<file path="src/rtl/processor_stage2_pkg.sv">
// Shared asm18 decode definitions.
// Holds the opcode constants and the opcode/immediate field positions used by
// the decode/branch stage and the later decode/execute stages.
package processor_defs;

    localparam int OP_MSB  = 17;
    localparam int OP_LSB  = 14;
    localparam int IMM_MSB = 13;
    localparam int IMM_LSB = 0;

    localparam logic [3:0] OP_JMP  = 4'h1;
    localparam logic [3:0] OP_JZ   = 4'h2;
    localparam logic [3:0] OP_JNZ  = 4'h3;
    localparam logic [3:0] OP_CALL = 4'h4;
    localparam logic [3:0] OP_RET  = 4'h5;

    // True for every opcode that this stage consumes as a control-flow instruction.
    function automatic logic is_branch_op(input logic [3:0] op);
        return (op == OP_JMP) || (op == OP_JZ) || (op == OP_JNZ) ||
               (op == OP_CALL) || (op == OP_RET);
    endfunction

endpackage

</file>
<file path="src/rtl/processor_stage2_if.sv">
// Pipeline bus around the decode/branch stage.
// Fetch-side inputs (bubble flag, ip, fall-through ip, code word), the redirect
// back to fetch (ip_to_call, call_performed) and the registered stream to
// stage 3 (no_operation_out, instr_out, ip_plus_one_out).
// master: the surrounding pipeline; slave: processor_stage2.
interface processor_stage2_if #(
    parameter int ADDR_SIZE = 18,
    parameter int WORD_SIZE = 18
);
    logic                 no_operation_in;
    logic [ADDR_SIZE-1:0] ip_in;
    logic [ADDR_SIZE-1:0] ip_plus_one_in;
    logic [WORD_SIZE-1:0] code_word;
    logic [WORD_SIZE-1:0] ip_to_call;
    logic                 call_performed;
    logic                 no_operation_out;
    logic [WORD_SIZE-1:0] instr_out;
    logic [ADDR_SIZE-1:0] ip_plus_one_out;

    modport master (
        output no_operation_in, ip_in, ip_plus_one_in, code_word,
        input  ip_to_call, call_performed,
        input  no_operation_out, instr_out, ip_plus_one_out
    );

    modport slave (
        input  no_operation_in, ip_in, ip_plus_one_in, code_word,
        output ip_to_call, call_performed,
        output no_operation_out, instr_out, ip_plus_one_out
    );
endinterface

</file>
<file path="src/rtl/processor_stage2_return_stack.sv">
// Hardware return-address stack: circular buffer of STACK_DEPTH entries.
// Ports: clock, reset (async active-low), push/pop requests, push_data,
// top (current top of stack, 0 when empty), empty, full.
// sp points at the next free slot, so the top lives at sp-1. When full, sp
// points at the oldest entry, so an overflowing push overwrites exactly that one.
module return_stack #(
    parameter int ADDR_SIZE   = 18,
    parameter int STACK_DEPTH = 8
) (
    input  logic                 clock,
    input  logic                 reset,
    input  logic                 push,
    input  logic                 pop,
    input  logic [ADDR_SIZE-1:0] push_data,
    output logic [ADDR_SIZE-1:0] top,
    output logic                 empty,
    output logic                 full
);
    localparam int PTR_W = $clog2(STACK_DEPTH);

    logic [PTR_W-1:0]     sp_reg;
    logic [PTR_W:0]       count_reg;
    logic [ADDR_SIZE-1:0] entry_reg [STACK_DEPTH];
    logic [PTR_W-1:0]     top_idx;

    assign top_idx = sp_reg - PTR_W'(1);
    assign empty   = (count_reg == '0);
    assign full    = (count_reg == (PTR_W+1)'(STACK_DEPTH));
    assign top     = empty ? '0 : entry_reg[top_idx];

    generate
        for (genvar gi = 0; gi < STACK_DEPTH; gi++) begin : g_entry
            always_ff @(posedge clock or negedge reset) begin
                if (!reset) begin
                    entry_reg[gi] <= '0;
                end else if (push && (sp_reg == PTR_W'(gi))) begin
                    entry_reg[gi] <= push_data;
                end
            end
        end
    endgenerate

    always_ff @(posedge clock or negedge reset) begin
        if (!reset) begin
            sp_reg    <= '0;
            count_reg <= '0;
        end else if (push) begin
            sp_reg <= sp_reg + PTR_W'(1);
            if (!full) begin
                count_reg <= count_reg + (PTR_W+1)'(1);
            end
        end else if (pop && !empty) begin
            // Underflowing pop leaves sp where it is.
            sp_reg    <= sp_reg - PTR_W'(1);
            count_reg <= count_reg - (PTR_W+1)'(1);
        end
    end
endmodule

</file>
<file path="src/rtl/processor_stage2.sv">
// Decode/branch stage of the asm18 pipeline.
// Ports: clock, reset (async active-low), zero_flag (from execute),
// bus (slave side of processor_stage2_if: fetch inputs, redirect to fetch,
// registered stream to stage 3), stack_error (sticky over/underflow flag).
// Control-flow instructions are resolved and consumed here; everything else
// is forwarded to stage 3 one cycle later.
module processor_stage2
    import processor_defs::*;
#(
    parameter int ADDR_SIZE   = 18,
    parameter int WORD_SIZE   = 18,
    parameter int STACK_DEPTH = 8
) (
    input  logic                  clock,
    input  logic                  reset,
    input  logic                  zero_flag,
    processor_stage2_if.slave     bus,
    output logic                  stack_error
);
    logic [3:0]           opcode;
    logic [ADDR_SIZE-1:0] imm;
    logic                 slot_valid;
    logic                 is_branch;
    logic                 taken;
    logic                 do_push;
    logic                 do_pop;
    logic [ADDR_SIZE-1:0] stack_top;
    logic                 stack_empty;
    logic                 stack_full;
    logic [ADDR_SIZE-1:0] target;

    logic                 no_operation_reg;
    logic [WORD_SIZE-1:0] instr_reg;
    logic [ADDR_SIZE-1:0] ip_plus_one_reg;
    logic                 stack_error_reg;

    assign opcode = bus.code_word[OP_MSB:OP_LSB];
    assign imm    = ADDR_SIZE'(bus.code_word[IMM_MSB:IMM_LSB]);

    // Gating with reset keeps the redirect quiet while the pipeline is held in reset.
    assign slot_valid = !bus.no_operation_in && reset;
    assign is_branch  = is_branch_op(opcode);
    assign do_push    = slot_valid && (opcode == OP_CALL);
    assign do_pop     = slot_valid && (opcode == OP_RET);

    always_comb begin
        taken  = 1'b0;
        target = imm;
        unique case (opcode)
            OP_JMP:  taken = 1'b1;
            OP_JZ:   taken = zero_flag;
            OP_JNZ:  taken = !zero_flag;
            OP_CALL: taken = 1'b1;
            OP_RET: begin
                taken  = 1'b1;
                target = stack_top;   // already 0 when the stack is empty
            end
            default: taken = 1'b0;
        endcase
        if (!slot_valid) begin
            taken = 1'b0;
        end
        bus.call_performed = taken;
        bus.ip_to_call     = taken ? WORD_SIZE'(target) : '0;
    end

    return_stack #(
        .ADDR_SIZE   (ADDR_SIZE),
        .STACK_DEPTH (STACK_DEPTH)
    ) u_return_stack (
        .clock     (clock),
        .reset     (reset),
        .push      (do_push),
        .pop       (do_pop),
        .push_data (bus.ip_plus_one_in),
        .top       (stack_top),
        .empty     (stack_empty),
        .full      (stack_full)
    );

    always_ff @(posedge clock or negedge reset) begin
        if (!reset) begin
            no_operation_reg <= 1'b1;
            instr_reg        <= '0;
            ip_plus_one_reg  <= '0;
            stack_error_reg  <= 1'b0;
        end else begin
            // Branches are consumed here, so only valid non-branches reach stage 3.
            no_operation_reg <= !(slot_valid && !is_branch);
            if (slot_valid && !is_branch) begin
                instr_reg       <= bus.code_word;
                ip_plus_one_reg <= bus.ip_plus_one_in;
            end
            if ((do_push && stack_full) || (do_pop && stack_empty)) begin
                stack_error_reg <= 1'b1;
            end
        end
    end

    assign bus.no_operation_out = no_operation_reg;
    assign bus.instr_out        = instr_reg;
    assign bus.ip_plus_one_out  = ip_plus_one_reg;
    assign stack_error          = stack_error_reg;
endmodule

</file>
<file path="src/flat_wrapper.sv">
// flat-port wrapper written by rule: the top's interface ports become plain ports
module processor_stage2_flat import processor_defs::*;
#(
    parameter int ADDR_SIZE   = 18,
    parameter int WORD_SIZE   = 18,
    parameter int STACK_DEPTH = 8
)
  (clock, reset, zero_flag, stack_error, bus_no_operation_in, bus_ip_in, bus_ip_plus_one_in, bus_code_word, bus_ip_to_call, bus_call_performed, bus_no_operation_out, bus_instr_out, bus_ip_plus_one_out);
  processor_stage2_if #(.ADDR_SIZE(ADDR_SIZE), .WORD_SIZE(WORD_SIZE)) bus_i ();
  input  logic clock;
  input  logic reset;
  input  logic zero_flag;
  output logic stack_error;
  input wire logic [$bits(bus_i.no_operation_in)-1:0] bus_no_operation_in;
  input wire logic [$bits(bus_i.ip_in)-1:0] bus_ip_in;
  input wire logic [$bits(bus_i.ip_plus_one_in)-1:0] bus_ip_plus_one_in;
  input wire logic [$bits(bus_i.code_word)-1:0] bus_code_word;
  output wire logic [$bits(bus_i.ip_to_call)-1:0] bus_ip_to_call;
  output wire logic [$bits(bus_i.call_performed)-1:0] bus_call_performed;
  output wire logic [$bits(bus_i.no_operation_out)-1:0] bus_no_operation_out;
  output wire logic [$bits(bus_i.instr_out)-1:0] bus_instr_out;
  output wire logic [$bits(bus_i.ip_plus_one_out)-1:0] bus_ip_plus_one_out;
  assign bus_i.no_operation_in = bus_no_operation_in;
  assign bus_i.ip_in = bus_ip_in;
  assign bus_i.ip_plus_one_in = bus_ip_plus_one_in;
  assign bus_i.code_word = bus_code_word;
  assign bus_ip_to_call = bus_i.ip_to_call;
  assign bus_call_performed = bus_i.call_performed;
  assign bus_no_operation_out = bus_i.no_operation_out;
  assign bus_instr_out = bus_i.instr_out;
  assign bus_ip_plus_one_out = bus_i.ip_plus_one_out;
  processor_stage2 #(.ADDR_SIZE(ADDR_SIZE), .WORD_SIZE(WORD_SIZE), .STACK_DEPTH(STACK_DEPTH)) u_core (.clock(clock), .reset(reset), .zero_flag(zero_flag), .bus(bus_i), .stack_error(stack_error));
endmodule
</file>
<file path="config.mk">
export PLATFORM = sky130hd
export DESIGN_NAME = processor_stage2_flat
export DESIGN_NICKNAME = d
export VERILOG_FILES = /design/src/rtl/processor_stage2_pkg.sv /design/src/rtl/processor_stage2_if.sv /design/src/rtl/processor_stage2_return_stack.sv /design/src/rtl/processor_stage2.sv /design/src/flat_wrapper.sv
export SDC_FILE = /design/constraint.sdc
export NUM_CORES = 1
export LEC_CHECK = 0
export ABC_AREA = 0
export ABC_CLOCK_PERIOD_IN_PS = 3940
export CAP_MARGIN = 15
export CORE_AREA = 2 2 129 131
export CTS_CLUSTER_DIAMETER = 40
export DETAILED_ROUTE_END_ITERATION = 8
export DIE_AREA = 0 0 131 133
export PLACE_DENSITY_LB_ADDON = 0.08
export REMOVE_ABC_BUFFERS = 1
export SLEW_MARGIN = 20
export SYNTH_ARGS = -nofsm -noshare
export SYNTH_HDL_FRONTEND = slang
export SYNTH_SLANG_ARGS = --single-unit
</file>
<file path="constraint.sdc">
create_clock -name clock -period 3.94 [get_ports clock]
set_clock_uncertainty 0.15 [all_clocks]
set_input_delay 0.394 -clock clock [delete_from_list [all_inputs] [get_ports clock]]
set_output_delay 0.394 -clock clock [all_outputs]
set_load 0.02 [all_outputs]
</file>
==> metrics list, run 1 <==
* Die extent in y: 133 um
- After legalization and detailed placement, the total HPWL measured ~11 mm.
* Launch instance of the worst register-to-register path: u_core.u_return_stack.sp_reg[0]
* F_max: approximately 270 MHz
- STA puts the critical path data required time at between 3 and 4 ns.
* Synthesis Warnings: 0
* RSZ-0062 raised after global routing: no
- In the finished design, the share of the clock period the worst path needs comes to between 90 and 100%.
* Max-Slew Margin vs Limit: 37.10%
- Transition at the pin with the smallest max-transition slack: around 0.94 ns
- Routed WL per cell: 19.98 um
- Sequence of cells on the critical path: dlygate4sd3_1 -> clkbuf_8 -> nand2b_1 -> a2111oi_4 -> and2_0 -> buf_4 -> nand2_1 -> o21ai_0 -> clkdlybuf4s50_1
* Width of the die: ~130 um
- Routed Wire Length: between 15 and 20 mm
- The die covers approximately 17000 um2.
- On the worst path, the slowest cell contributes a delay of roughly 0.65 ns.
* Path type of the worst setup path: in -> out
- VDD sags by at most ~0.36 mV.
* Max reg flops: between 100 and 150
- Vias: 5078
- Reg-to-reg setup timing slack: approximately 1.4 ns
* Worst reg-to-reg path cell count: 5
- Maximum clock path buffer count: 2
* TritonCTS Buffers: 17
* Outcome: finished, final reports clean
* Later-pin clock latency in the skew report: approximately 0.43 ns
- Syn avg cell area: 15.44 um2
- The clock net in this run drives a total of between 150 and 200 sinks.
- Number of distinct library cells after synthesis: between 40 and 50
- The synthesized netlist occupies a cell area of 8711 um2.
- Worst Setup End Kind: output pin
* Kind of path behind the tightest hold check: in -> async
- The repair_antennas step left the layout with diodes totalling 0.
- Most used flip-flop cell after synthesis: dfrtp_1
- Layout cells sized above 1: between 40% and 50%
- Detailed Routing Iterations Pass 1: 4
* Number of cell rows: 47
- Number of global-route vias before repair: between 5000 and 6000
- Along the worst path, the maximum fanout reaches 32.
* Net count, final: between 700 and 800
- The endpoint identified for the worst register-to-register timing path is u_core.u_return_stack.entry_reg[4].
- Routability Congestion: 0.7327
- Fraction of synthesized cell area taken by the top area cell type: between 50% and 60%
* CTS H-tree depth: 4
- Pin count of the biggest net entering global routing: 86
- Data arrival at the endpoint of the critical path: between 3 and 4 ns
- Leakage power: between 4 and 5 nW
* Clock transition at the registers of the reported paths: 0.07 ns
* Number of top-level pins: between 100 and 150
- For this run, the register share of the synthesized area comes to between 50% and 60%.
* Cells after Synth: around 560
* Final Max Slew Viols: 0
- Share of flip-flops with an asynchronous set or reset after synthesis: 100.0%
- The worst setup path is launched from an input pin.
* Most area-hungry cell type in the Yosys netlist: dfrtp_1
* Cell family with most CP delay: buffers and inverters
- Largest cells by area after synthesis: dfrtp_1 54%, mux2_2 23%, mux4_2 9.3%
- Critical path's slowest cell: clkdlybuf4s50_1
- Clock tree root driver cell: clkbuf_16
* Area Overhead vs Synth: 21.09%
- In this run, synthesis produced a sequential element count of around 190.
- In this run the remaining antenna-violating nets after routing total 0.
* Fin crit period: 3.709 ns
* Post-Place Worst Slack: ~0.34 ns
- Count of unresolved DRC violations after routing: 0
- Max-cap violations in this run came to 0.
- Summed over all layers, the global routing overflow is 0.
- Initial cell density of the core: 53.86%
- The design draws between 0.005 and 0.006 W.
- The detailed router finished its first iteration with 202 violations.
- The initial antenna violation count came to 0.
- Total power per unit cell area: 552.5 nW/um2
* CORE AREA: roughly 16000 um2
- Total global-route track usage: between 20% and 30%
- Final-report setup violation count: 0
- Once routing completed, OpenROAD measured the worst setup slack at around 0.23 ns.
- TritonCTS built the clock tree.
* Vias per std cell: approximately 5.6
* Number of synthesized flops with an enable pin: 0
* Buffers & Inverters on Critical Path: 4
- The first global-routing pass estimated ~30 mm of wire.
- Count of input and output buffers: 96
- The number of hold violations in the final report is 0.
metrics by stage:
stage / util, % / area [um2] / cells / hold slack [ns] / setup TNS (ns)
after floorplan: - / 8524 / 537 / -0.05159 / -8.859
after global placement: 61.22 / 9901 / 866 / 0.1468 / 0
after detailed placement: 61.22 / 9901 / 866 / 0.1523 / 0
after CTS: 65.12 / 10530 / 899 / 0.2629 / 0
after global routing: 65.22 / 10550 / 899 / 0.2770 / 0
final: 65.22 / 10550 / 899 / 0.2623 / 0
report_power, final:
| group | internal (W) | switching, W |
|---|---|---|
| clock network | 0.00106 | 0.000745 |
| logic | 0.000843 | 0.000837 |
| registers | 0.00218 | 0.000165 |
Yosys cell counts (5+ instances only):
cell and number:
a21oi_1 7, buf_2 8, buf_6 10, clkbuf_1 8, dfrtp_1 188, ha_1 9, inv_1 5, mux2_2 178
mux2i_1 19, mux4_2 36, nand2_1 19, nor2_1 9, nor3_1 5, o21ai_0 17, or3_1 5, xnor2_1 5
how the worst max path moves through the flow:
stage | from | end | depth (start not counted)
after floorplan | u_core.u_return_stack.sp_reg[0] | bus_ip_to_call[0] | 5
after global placement | bus_code_word[16] | bus_ip_to_call[2] | 8
after detailed placement | bus_code_word[16] | bus_ip_to_call[2] | 8
after CTS | reset | bus_ip_to_call[2] | 9
after global routing | reset | bus_ip_to_call[2] | 9
final | reset | bus_ip_to_call[2] | 9
final cells by class:
| type | instances | area, um2 |
|---|---|---|
| sequential | 189 | 4732 |
| fill | 1186 | 5624 |
| tap | 220 | 275.3 |
| clock inverter | 15 | 195.2 |
| inverter | 6 | 22.52 |
| multi-input combinational | 342 | 3809 |
| timing repair buffer | 110 | 1089 |
| clock buffer | 17 | 425.4 |
layout by cell type (no fill, tap or decap), types with 4 or more instances in the layout:
master,instances
inv_1,5
clkbuf_16,17
xnor2_1,5
ha_1,8
buf_4,11
bufinv_16,4
a21oi_1,6
nor2_1,9
mux2_2,178
o21ai_0,17
mux4_2,36
clkdlybuf4s50_1,95
nor3_1,5
dfrtp_1,187
or3_1,5
mux2i_1,19
nand2_1,19
clkinv_2,5
cells by family after synthesis:
group / share of synthesized area [%]
adder cells (fa/ha/maj): 1.293
buffers and inverters: 2.399
AND/OR/NAND/NOR: 4.194
flip-flops: 54.31
AO/OA/AOI/OAI: 2.442
multiplexers: 34.67
XOR/XNOR: 0.6895
routing by layer:
layer / wire length [um] / track usage [%]
met5: 0 / 0
met4: 354 / 7.801
met3: 495 / 3.680
met2: 9064 / 36.24
met1: 8045 / 31.22
timing repair:
action | CTS | global route
gates resized for setup | 0 | 1
hold endpoints to repair | 27 | 0
hold buffers | 1 | 0
setup buffers | 0 | 0
setup endpoints to repair | 0 | 6
Power figures use the tool's default switching activity.
==> run 2, diff against run 1 <==
--- a/config.mk
+++ b/config.mk
@@ -12,8 +12,10 @@
 export CTS_CLUSTER_DIAMETER = 40
 export DETAILED_ROUTE_END_ITERATION = 8
 export DIE_AREA = 0 0 131 133
+export GPL_ROUTABILITY_DRIVEN = 0
 export PLACE_DENSITY_LB_ADDON = 0.08
 export REMOVE_ABC_BUFFERS = 1
+export SKIP_LAST_GASP = 1
 export SLEW_MARGIN = 20
 export SYNTH_ARGS = -nofsm -noshare
 export SYNTH_HDL_FRONTEND = slang
==> results of run 2 <==
Final layout, timing and power as in run 1 (identical DEF).
